[src/rtl/control_unit.sv]
// rtl/control_unit.sv - hardwired fetch/decode/execute sequencer for the Datapath
module control_unit #(
  parameter logic [4:0] OP_ADD  = 5'b00011,
  parameter logic [4:0] OP_SUB  = 5'b00100,
  parameter logic [4:0] OP_AND  = 5'b00101,
  parameter logic [4:0] OP_OR   = 5'b00110,
  parameter logic [4:0] OP_BR   = 5'b10010,
  parameter logic [4:0] OP_IN   = 5'b10110,
  parameter logic [4:0] OP_OUT  = 5'b10111,
  parameter logic [4:0] OP_NOP  = 5'b11010,
  parameter logic [4:0] OP_HALT = 5'b11011
) (
  input  logic       clk,
  input  logic       clr,
  input  logic [4:0] opcode,
  input  logic       CON_FF,
  input  logic       stop,
  output logic       run,
  output logic       PCout,
  output logic       MAR_enable,
  output logic       IncPC,
  output logic       Z_enable,
  output logic       MDR_enable,
  output logic       ZLowout,
  output logic       PC_enable,
  output logic       MDRout,
  output logic       IR_enable,
  output logic       Gra,
  output logic       Grb,
  output logic       Grc,
  output logic       Rout,
  output logic       R_enable,
  output logic       Y_enable,
  output logic       Cout,
  output logic       CON_enable,
  output logic       InPortout,
  output logic       OutPort_enable,
  output logic       RAM_write,
  output logic [2:0] MDR_read
);

  localparam logic [3:0] S_RESET  = 4'd0;
  localparam logic [3:0] S_T0     = 4'd1;
  localparam logic [3:0] S_T1     = 4'd2;
  localparam logic [3:0] S_T2     = 4'd3;
  localparam logic [3:0] S_DECODE = 4'd4;
  localparam logic [3:0] S_ALU_T3 = 4'd5;
  localparam logic [3:0] S_ALU_T4 = 4'd6;
  localparam logic [3:0] S_ALU_T5 = 4'd7;
  localparam logic [3:0] S_BR_T3  = 4'd8;
  localparam logic [3:0] S_BR_T4  = 4'd9;
  localparam logic [3:0] S_BR_T5  = 4'd10;
  localparam logic [3:0] S_BR_T6  = 4'd11;
  localparam logic [3:0] S_IN_T3  = 4'd12;
  localparam logic [3:0] S_OUT_T3 = 4'd13;
  localparam logic [3:0] S_HALT   = 4'd14;

  logic [3:0] state_q;
  logic [3:0] state_d;
  logic [3:0] boundary_next;

  // Next-state logic; boundary states go to HALT when stop is requested, else start a new fetch
  always_comb begin
    boundary_next = stop ? S_HALT : S_T0;
    state_d       = state_q;
    case (state_q)
      S_RESET:  state_d = boundary_next;
      S_T0:     state_d = S_T1;
      S_T1:     state_d = S_T2;
      S_T2:     state_d = S_DECODE;
      S_DECODE: begin
        case (opcode)
          OP_ADD, OP_SUB, OP_AND, OP_OR: state_d = S_ALU_T3;
          OP_BR:   state_d = S_BR_T3;
          OP_IN:   state_d = S_IN_T3;
          OP_OUT:  state_d = S_OUT_T3;
          OP_HALT: state_d = S_HALT;
          OP_NOP:  state_d = boundary_next;
          default: state_d = boundary_next;
        endcase
      end
      S_ALU_T3: state_d = S_ALU_T4;
      S_ALU_T4: state_d = S_ALU_T5;
      S_ALU_T5: state_d = boundary_next;
      S_BR_T3:  state_d = S_BR_T4;
      S_BR_T4:  state_d = S_BR_T5;
      S_BR_T5:  state_d = S_BR_T6;
      S_BR_T6:  state_d = boundary_next;
      S_IN_T3:  state_d = boundary_next;
      S_OUT_T3: state_d = boundary_next;
      S_HALT:   state_d = S_HALT;
      default:  state_d = S_RESET;
    endcase
  end

  // State register; clr overrides any transition, including mid-instruction
  always_ff @(posedge clk) begin
    if (clr) begin
      state_q <= S_RESET;
    end else begin
      state_q <= state_d;
    end
  end

  // Moore strobe decode; only the branch PC load looks at an input (CON_FF)
  always_comb begin
    run            = 1'b1;
    PCout          = 1'b0;
    MAR_enable     = 1'b0;
    IncPC          = 1'b0;
    Z_enable       = 1'b0;
    MDR_enable     = 1'b0;
    ZLowout        = 1'b0;
    PC_enable      = 1'b0;
    MDRout         = 1'b0;
    IR_enable      = 1'b0;
    Gra            = 1'b0;
    Grb            = 1'b0;
    Grc            = 1'b0;
    Rout           = 1'b0;
    R_enable       = 1'b0;
    Y_enable       = 1'b0;
    Cout           = 1'b0;
    CON_enable     = 1'b0;
    InPortout      = 1'b0;
    OutPort_enable = 1'b0;
    RAM_write      = 1'b0;
    MDR_read       = 3'd0;
    case (state_q)
      S_RESET: run = 1'b0;
      S_T0: begin
        PCout      = 1'b1;
        MAR_enable = 1'b1;
        IncPC      = 1'b1;
        Z_enable   = 1'b1;
      end
      S_T1: begin
        ZLowout    = 1'b1;
        PC_enable  = 1'b1;
        MDR_enable = 1'b1;
        MDR_read   = 3'd1;
      end
      S_T2: begin
        MDRout    = 1'b1;
        IR_enable = 1'b1;
      end
      S_ALU_T3: begin
        Grb      = 1'b1;
        Rout     = 1'b1;
        Y_enable = 1'b1;
      end
      S_ALU_T4: begin
        Grc      = 1'b1;
        Rout     = 1'b1;
        Z_enable = 1'b1;
      end
      S_ALU_T5: begin
        ZLowout  = 1'b1;
        Gra      = 1'b1;
        R_enable = 1'b1;
      end
      S_BR_T3: begin
        Gra        = 1'b1;
        Rout       = 1'b1;
        CON_enable = 1'b1;
      end
      S_BR_T4: begin
        PCout    = 1'b1;
        Y_enable = 1'b1;
      end
      S_BR_T5: begin
        Cout     = 1'b1;
        Z_enable = 1'b1;
      end
      S_BR_T6: begin
        ZLowout   = 1'b1;
        PC_enable = CON_FF;
      end
      S_IN_T3: begin
        InPortout = 1'b1;
        Gra       = 1'b1;
        R_enable  = 1'b1;
      end
      S_OUT_T3: begin
        Gra            = 1'b1;
        Rout           = 1'b1;
        OutPort_enable = 1'b1;
      end
      S_HALT:  run = 1'b0;
      S_DECODE: run = 1'b1;
      default: run = 1'b0;
    endcase
  end

endmodule

[config.mk]
export PLATFORM = sky130hd
export DESIGN_NAME = control_unit
export DESIGN_NICKNAME = d
export VERILOG_FILES = /design/src/rtl/control_unit.sv
export SDC_FILE = /design/constraint.sdc
export NUM_CORES = 1
export LEC_CHECK = 0
export CAP_MARGIN = 20
export CORE_MARGIN = 10
export CORE_UTILIZATION = 47
export DETAILED_ROUTE_END_ITERATION = 8
export GPL_TIMING_DRIVEN = 0
export PLACE_DENSITY = 0.84
export RECOVER_POWER = 50
export SLEW_MARGIN = 15
export SYNTH_ARGS = -nofsm -noshare
export SYNTH_HDL_FRONTEND = slang
export SYNTH_SLANG_ARGS = --single-unit
[constraint.sdc]
create_clock -name clk -period 2.9 [get_ports clk]
set_input_delay 0.29 -clock clk [delete_from_list [all_inputs] [get_ports clk]]
set_output_delay 0.29 -clock clk [all_outputs]
set_load 0.02 [all_outputs]
==> flow_summary.ini, run 1 <==
[outcome]
status = completed

[cts]
cts_buffers = 3
cts_num_sinks = 4
cts.htree.levels = 1
insertion_delay_ps = 230
cts-root-buf = clkbuf_4
cts_hold_buffers = 0
cts_post_setup_buffers_inserted = 0
clk_pin_slew_worst_paths_ps = 40
clk_path_buf_depth = 2
ctsResizeCount = 0
cts_tree = done

[logic_synthesis]
synth_area_leader_cell = buf_4
asyncSetResetFlopFracSynth = 0
synth_top_area_frac = 0.0982
synth_most_common_cell = nor2_1
ys_seq_area_frac = 0.0952
syn_inst = 120
ys_warn_count = 0
synth_ff_type = dfxtp_1
synth.top_cells.by_area = buf_4, dfxtp_1, nand2b_1
synth_common_cells = nor2_1, buf_4, a21oi_1, nand2_1, nand2b_1
synthesis.area_sq_um = 841
synth.distinct_cells = 46
synth_edf_count = 0
avgSynthCellArea_sq_um = 7.01
synth_seq_cells = 4

[hold_path]
min_to = state_q[2]
hp-start = opcode[0]
hp-class = in2reg
holdPathStages = 3

[finish]
regArea_sq_um = 80.1
areaGrowthSynthToFinish_pct = 36.2
largest_reg_flops = 4
drive_gt1_frac = 0.213
final_area_sq_um = 1140
reg.largest.list = state_q: 4 flops
largest_register = state_q
stdcell_count = 175
finalCoreUtilization = 0.670
multiInputGateArea_sq_um = 619
antenna_cells = 0
fillers = 158
nNetsFinal = 161

[timing]
fin_crit_ps = 2400
slew-limit-headroom = 0.609
hold_viol = 0
finalCritPeriodShare = 0.829
finalMaxSlewViolations = 0
worst_slack_ps = 496
fin_setup_tns_ps = 0
rsz0062_at_grt = false
whs_ps = 374
finClkSkew_ps = 0.0450
max_freq_ghz = 0.416
finalSetupViolations = 0
worst_pin_slew_ps = 571

[routing]
via_per_inst = 5.55
drt_pass1_iterations = 4
drc = 0
post_drt_wl_per_cell_um = 14.3
antenna_left = 0
dr_total_vias = 972
drt_iter0_markers = 39
drt-total-wl_um = 2500

[critical_path]
crit_path_max_incr_delay_ps = 620
crit_slowest_cell = clkdlybuf4s50_1
crit_family = buffers and inverters
worstPathArrival_ps = 2110
path_cells = buf_2 > inv_1 > nand2_1 > nor3_1 > o21bai_1 > clkdlybuf4s50_1
cp.buffers_inverters = 3
required_ps = 2610
cp-end-kind = output port
cp-start-kind = flop
worstPathMaxFanout = 10
path_class = reg2out
r2r-start = state_q[1]
ff2ff_setup_slack_ps = 1480
reg2reg_depth = 5
r2r-end = state_q[3]

[die]
start_util = 0.492
dieArea_sq_um = 3880
std_cell_rows = 15
core_sq_um = 1710
die_h_um = 62.3
die_w_um = 62.3
io_pins = 33

[power_and_ir_drop]
finalPower_mw = 1.20
p_comb_frac = 0.853
peakVddDrop_uv = 633
p_seq_frac = 0.091
p_sw_uw = 615
power.leakage_nw = 0.461
power.density_nw_per_um2 = 1050
sw_frac_of_total = 0.514
power.internal_uw = 582
power.clock.fraction = 0.055

[place]
gp_congestion = 0.867
dp_slack_ps = 760
dp.cells = 172
dp_hpwl_um = 2010
post_dp_cell_area_sq_um = 1130
io_buffers = 25

[job]
maxCapViolations = 0

[global_routing]
grt_util_all_layers = 0.123
grt_pass1_vias = 917
grt_overflow = 0
grt_pass1_wl_um = 4240
antenna_found_initial = 0
grt_max_degree = 11
## cell families (layout without fill, tap and decap cells)
logic type / Yosys count / in the layout / share of synthesized area
AND/OR/NAND/NOR: 53 / 53 / 0.362
AO/OA/AOI/OAI: 32 / 32 / 0.289
buffers and inverters: 23 / 51 / 0.168
XOR/XNOR: 4 / 4 / 0.0417
flip-flops: 4 / 4 / 0.0952
adder cells (fa/ha/maj): 2 / 2 / 0.0268
other: 1 / 3 / 0.00446
multiplexers: 1 / 1 / 0.0134
## final cells by class
class,count,area share
timing repair buffer,25,0.219
inverter,5,0.0164
clock buffer,3,0.0197
multi-input combinational,95,0.541
buffer,18,0.107
tap,25,0.0273
sequential,4,0.0699
## power groups by stage
stage | registers (mW) | clock network [mW] | logic, mW
6_report | 0.110 | 0.0664 | 1.02
5_1_grt | 0.114 | 0.0720 | 1.11
4_1_cts | 0.109 | 0.0709 | 1.03
3_5_place_dp | 0.110 | 0 | 1.03
3_3_place_gp | 0.109 | 0 | 1.01
2_1_floorplan | 0.103 | 0 | 0.695
## worst reg2reg max path: stages (launching register included)
cell and delay, ps:
dfxtp_1 290, buf_2 170, clkbuf_1 250, nor3_2 260
o221ai_2 130, a311oi_2 230
## worst max path at each step
stage | end | slack, ps | cells past startpoint | startpoint
floorplan | Z_enable | 1010 | 4 | state_q[2]
detailed placement | Z_enable | 760 | 6 | state_q[1]
finish | Z_enable | 500 | 6 | state_q[1]
global route | Z_enable | 370 | 6 | state_q[1]
global placement | Z_enable | 770 | 6 | state_q[1]
CTS | Z_enable | 500 | 6 | state_q[1]
## layout by cell type, fill, tap and decap left out, types with 3 or more instances in the layout
master	netlist	routed
inv_1	2	3
nand2_1	8	8
nor3_1	7	7
xnor2_1	3	3
buf_2	5	5
clkdlybuf4s50_1	0	16
o22ai_1	4	4
conb_1	1	3
dfxtp_1	4	4
a21oi_1	8	8
nand3_1	3	3
a21o_1	3	3
nor2_1	12	12
dlygate4sd3_1	0	9
nand2b_1	8	8
nand3b_1	3	3
buf_4	11	11
clkbuf_4	0	3
## metal layers
metal / part of all wire / GRT usage
met5: 0 / 0
met4: 0 / 0.0335
met3: 0.070 / 0.0179
met2: 0.50 / 0.212
met1: 0.43 / 0.153
No activity file was read; power rests on OpenSTA's default activity.
==> run 2: changes to the inputs <==
--- a/config.mk
+++ b/config.mk
@@ -7,10 +7,10 @@
 export LEC_CHECK = 0
 export CAP_MARGIN = 20
 export CORE_MARGIN = 10
-export CORE_UTILIZATION = 47
+export CORE_UTILIZATION = 43
 export DETAILED_ROUTE_END_ITERATION = 8
 export GPL_TIMING_DRIVEN = 0
-export PLACE_DENSITY = 0.84
+export PLACE_DENSITY = 0.78
 export RECOVER_POWER = 50
 export SLEW_MARGIN = 15
 export SYNTH_ARGS = -nofsm -noshare
==> constraint.sdc (replaced) <==
create_clock -name clk -period 2.35 [get_ports clk]
set_input_delay 0.235 -clock clk [delete_from_list [all_inputs] [get_ports clk]]
set_output_delay 0.235 -clock clk [all_outputs]
set_load 0.02 [all_outputs]
==> flow_summary.ini, run 2 (same netlist as run 1, synthesis figures left out) <==
[critical_path]
cp-end-kind = output port
crit_family = buffers and inverters
reg2reg_depth = 4
crit_path_frequent_cell = buf_4
path_cells = buf_4 > buf_2 > nor3_1 > buf_4 > clkdlybuf4s50_1
crit_start = state_q[2]
cp-start-kind = flop
path_class = reg2out
crit_cells = 5
crit_path_max_incr_delay_ps = 600
cp.buffers_inverters = 4
ff2ff_setup_slack_ps = 940
crit_slowest_cell = clkdlybuf4s50_1
r2r-end = state_q[0]
worstPathMaxFanout = 10
r2r-start = state_q[2]
required_ps = 2120
worstPathArrival_ps = 2020

[routing]
post_drt_wl_per_cell_um = 14.2
drt-total-wl_um = 2480
antenna_left = 0
dr_total_vias = 950
drt_iter0_markers = 24
drt_pass1_iterations = 4
drc = 0
via_per_inst = 5.43

[global_routing]
grt_util_all_layers = 0.115
grt_pass1_wl_um = 4060
grt_max_degree = 11
grt_pass1_vias = 918
antenna_found_initial = 0
grt_overflow = 0

[timing]
finalSetupViolations = 0
fin_crit_ps = 2250
hold_viol = 0
rsz0062_at_grt = false
worst_slack_ps = 97.7
finalMaxSlewViolations = 0
max_freq_ghz = 0.444
fin_setup_tns_ps = 0
finClkSkew_ps = 0.539
whs_ps = 291
finalCritPeriodShare = 0.958

[cts]
cts-root-buf = clkbuf_4
cts_num_sinks = 4
cts_tree = done
clk_pin_slew_worst_paths_ps = 40
cts_buffers = 3
clk_path_buf_depth = 2
cts.htree.levels = 1
insertion_delay_ps = 240

[hold_path]
min_to = state_q[2]
hp-class = in2reg
holdPathStages = 3
hp-start = opcode[0]

[die]
die_h_um = 64.2
start_util = 0.472
io_pins = 33
std_cell_rows = 15
core_sq_um = 1780
die_w_um = 64.2
dieArea_sq_um = 4120

[finish]
nNetsFinal = 161
fillers = 170
final_area_sq_um = 1120
finalCoreUtilization = 0.631
reg.largest.list = state_q: 4 flops
antenna_cells = 0
areaGrowthSynthToFinish_pct = 33.8
largest_register = state_q
drive_gt1_frac = 0.227
largest_reg_flops = 4
stdcell_count = 175
layout_common_cells = clkdlybuf4s50_1, nor2_1, buf_4
final_common_cell = clkdlybuf4s50_1

[power_and_ir_drop]
power.leakage_nw = 0.449
power.clock.fraction = 0.062
power.internal_uw = 674
p_seq_frac = 0.094
peakVddDrop_uv = 814
p_comb_frac = 0.844
power.density_nw_per_um2 = 1280
finalPower_mw = 1.44
p_sw_uw = 763
sw_frac_of_total = 0.531

[place]
dp_hpwl_um = 1870
dp_slack_ps = 269
dp.cells = 172
io_buffers = 25
gp_congestion = 0.887
post_dp_cell_area_sq_um = 1130

[outcome]
status = completed

[job]
maxCapViolations = 0
-- run 2: worst max-delay path by stage --
stage,endpoint,slack (ps)
final,MDR_read[0],100
after global routing,R_enable,10
after CTS,ZLowout,7
after detailed placement,Z_enable,270
after global placement,ZLowout,290
after floorplan,Z_enable,510
-- run 2: final cells by class --
type / instances / area [sq um] / area share
clock buffers: 3 / 22.5 / 0.0200
repair buffers: 25 / 224 / 0.199
plain buffers: 18 / 124 / 0.110
flip-flops and latches: 4 / 80.1 / 0.0712
inverters: 5 / 18.8 / 0.0167
multi-input cells: 95 / 624 / 0.555
well taps: 25 / 31.3 / 0.0278
-- run 2: worst min-delay path, cell delays in order --
cell and delay, ps:
buf_6 100, nor4_1 60, o22ai_1 90
-- run 2: timing repair --
| item | CTS | global route |
|---|---|---|
| hold buffers | 0 | 0 |
| gates resized for setup | 1 | 7 |
| endpoints found under the hold margin | 0 | 0 |
| buffers inserted | 0 | 0 |
| endpoints found under the setup margin | 1 | 7 |
-- run 2: per-layer routing --
layer	share of wire	GRT usage	up-vias	wire, um
li1	-	-	484	-
met1	0.46	0.140	433	1150
met2	0.43	0.170	26	1060
met3	0.091	0.0523	7	226
met4	0.018	0.0481	0	44
met5	0	0	-	0
-- run 2: power by group through the flow --
stage                     clock [mW]  combinational [mW]  sequential (mW)
after floorplan                    0               0.857            0.127
after global placement             0                1.26            0.135
after detailed placement           0                1.26            0.136
after CTS                     0.0907                1.27            0.135
after global routing          0.0972                1.31            0.140
final                         0.0886                1.21            0.136
==> run 3: changes to the inputs <==
--- a/config.mk
+++ b/config.mk
@@ -7,10 +7,10 @@
 export LEC_CHECK = 0
 export CAP_MARGIN = 20
 export CORE_MARGIN = 10
-export CORE_UTILIZATION = 43
+export CORE_UTILIZATION = 47
 export DETAILED_ROUTE_END_ITERATION = 8
 export GPL_TIMING_DRIVEN = 0
-export PLACE_DENSITY = 0.78
+export PLACE_DENSITY = 0.84
 export RECOVER_POWER = 50
 export SLEW_MARGIN = 15
 export SYNTH_ARGS = -nofsm -noshare
==> constraint.sdc (replaced) <==
create_clock -name clk -period 2.75 [get_ports clk]
set_input_delay 0.275 -clock clk [delete_from_list [all_inputs] [get_ports clk]]
set_output_delay 0.275 -clock clk [all_outputs]
set_load 0.02 [all_outputs]
==> results of run 3 <==
Same layout as run 1 (identical final DEF). Status: completed.
Main changes from that run: setup slack after placement 760 ps -> 625 ps; setup slack after layout 496 ps -> 361 ps; hold slack 374 ps -> 359 ps; register-to-register setup slack 1480 ps -> 1330 ps; total power 1.20 mW -> 1.26 mW; worst IR drop on VDD 633 uV -> 667 uV
==> patch, RTL diff (config.mk and constraints of run 3) <==
Register the output `IR_enable`, without a reset; this adds one clock of latency there. The other outputs are not delayed to match.
--- a/src/rtl/control_unit.sv
+++ b/src/rtl/control_unit.sv
@@ -55,6 +55,8 @@
   localparam logic [3:0] S_OUT_T3 = 4'd13;
   localparam logic [3:0] S_HALT   = 4'd14;
 
+  logic IR_enable_d;
+
   logic [3:0] state_q;
   logic [3:0] state_d;
   logic [3:0] boundary_next;
@@ -113,7 +115,7 @@
     ZLowout        = 1'b0;
     PC_enable      = 1'b0;
     MDRout         = 1'b0;
-    IR_enable      = 1'b0;
+    IR_enable_d    = 1'b0;
     Gra            = 1'b0;
     Grb            = 1'b0;
     Grc            = 1'b0;
@@ -142,7 +144,7 @@
       end
       S_T2: begin
         MDRout    = 1'b1;
-        IR_enable = 1'b1;
+        IR_enable_d = 1'b1;
       end
       S_ALU_T3: begin
         Grb      = 1'b1;
@@ -192,5 +194,9 @@
     endcase
   end
 
+  always_ff @(posedge clk) begin
+    IR_enable <= IR_enable_d;
+  end
+
 endmodule
 
Check against the original RTL: not equivalent (a bounded check fails within 4 cycles, from zero or initial values).
==> patch against run 3 <==
- design area decreased by 6.3%
- routed wire length decreased by 7.5%
- area after synthesis decreased by 7.4%
- critical path depth decreased by 2
- fmax decreased by 4.8%
- hold slack improved by 0.053 ns
- sequential power increased by 25%
- count of clock-buffer cells in the layout increased by 1
- worst setup slack got worse by 0.12 ns
- highest routed layer unchanged
- sequential cell count increased by 1
- final cell count decreased by 7.4%
- total power decreased by 0.37%
==> patch: results <==
metrics = {
    "outcome": {
        "status": "finished, final reports clean",
    },
    "synthesis": {
        "seq_area_frac_synth_pct": 12.86,
        "yosysWarnings": 0,
        "ys_top_cells_by_area": "dfxtp_1, buf_4, a21oi_1, nor2_1, nor3_1",
        "ys_types": 42,
        "synth_top_area_cell": "dfxtp_1",
        "async_flop_share_pct": 0,
        "synth_common_cells": "nor2_1, a21oi_1, nand2_1",
    },
    "sta": {
        "fin_skew_ns": 0.0001404,
        "hold-worst-slack_ns": 0.4119,
    },
    "critical_path": {
        "arrival_ns": 2.23,
        "r2r-end": "state_q[0]",
        "worst-r2r-cell-count": 4,
        "r2r-start": "state_q[0]",
        "reg2reg_setup_slack_ns": 1.19,
    },
    "route": {
        "via_per_inst": 5.877,
        "drt_first_pass_iters": 4,
        "wl_per_cell_um": 14.27,
        "drt_iter0_markers": 26,
    },
    "min_path": {
        "hp-start": "opcode[2]",
        "hp-class": "primary input to register",
    },
    "grt": {
        "grt_usage_pct": 12.08,
        "grt_pass1_wl_um": 3732,
        "grt_max_degree": 11,
        "grt_pass1_vias": 853,
    },
    "placed_design": {
        "placed_cell_area_um2": 1056,
        "place_congestion": 0.8204,
        "place_ws_ns": 0.5838,
        "dp_hpwl_um": 1883,
    },
    "pwr": {
        "p_leak_nw": 0.4416,
        "vdd_drop_max_mv": 0.4908,
    },
    "finish": {
        "post_route_cells_drive_above_1_share_pct": 15.07,
        "finalNetCount": 156,
        "largest_registers": "state_q (4), IR_enable (1)",
    },
}
==> patch: changes by cell type in the layout (fill, tap and decap cells not counted), moves of 3 or more <==
cell,delta
inv_1,-3
nand2b_1,-4
buf_4,-4
clkbuf_1,+3
nor2b_1,+4
nand3b_1,-3
==> patch: final cells by class <==
type / instances / share of cell area (%)
Tap cell: 16 / 1.867
Clock buffer: 4 / 2.450
Timing Repair Buffer: 25 / 23.34
Inverter: 3 / 1.050
Sequential cell: 5 / 9.335
Multi-Input combinational cell: 93 / 52.63
Buffer: 16 / 9.335
==> patch: how the worst max path moves through the flow <==
stage	from	end	slack, ns	depth (start not counted)
6_report	state_q[1]	ZLowout	0.24	4
5_1_grt	state_q[1]	MDR_read[0]	0.08	5
4_1_cts	state_q[1]	MDR_read[0]	0.33	5
3_5_place_dp	state_q[1]	MDR_read[0]	0.58	5
3_3_place_gp	state_q[1]	MDR_read[0]	0.61	5
2_1_floorplan	state_q[1]	MDR_read[0]	0.90	4
==> patch: worst max-delay path, delay by kind of cell (launching register included) <==
kind | cells | cell delay [ns]
compound gates | 1 | 0.21
buf+inv | 3 | 1.37
flops | 1 | 0.41
==> patch: metal layers <==
metal | GRT usage (%) | wire (µm) | vias up
li1 | - | - | 474
met1 | 13.95 | 905 | 431
met2 | 22.42 | 1136 | 47
met3 | 1.879 | 268 | 0
met4 | 2.821 | 0 | 0
met5 | 0 | 0 | -
==> patch: power breakdown <==
part           switching, mW  internal, mW  total [mW]
registers             0.0378         0.107       0.144
clock network         0.0286        0.0548      0.0834
logic                  0.588         0.442        1.03
==> patch: logic make-up (layout without fill, tap and decap cells) <==
kind of cell	after synthesis	count (layout)	share of synthesized area [%]
buffers and inverters	19	48	14.63
AND/OR/NAND/NOR	50	50	35.05
XOR/XNOR	3	3	3.377
AO/OA/AOI/OAI	36	36	32.32
flip-flops	5	5	12.86
other	1	3	0.4819
adder cells (fa/ha/maj)	1	1	1.286
==> patch: metrics by stage <==
stage | utilization, % | std cells
2_1_floorplan | - | 117
3_3_place_gp | 68.51 | 158
3_5_place_dp | 68.51 | 158
4_1_cts | 70.21 | 162
5_1_grt | 69.56 | 162
6_report | 69.56 | 162
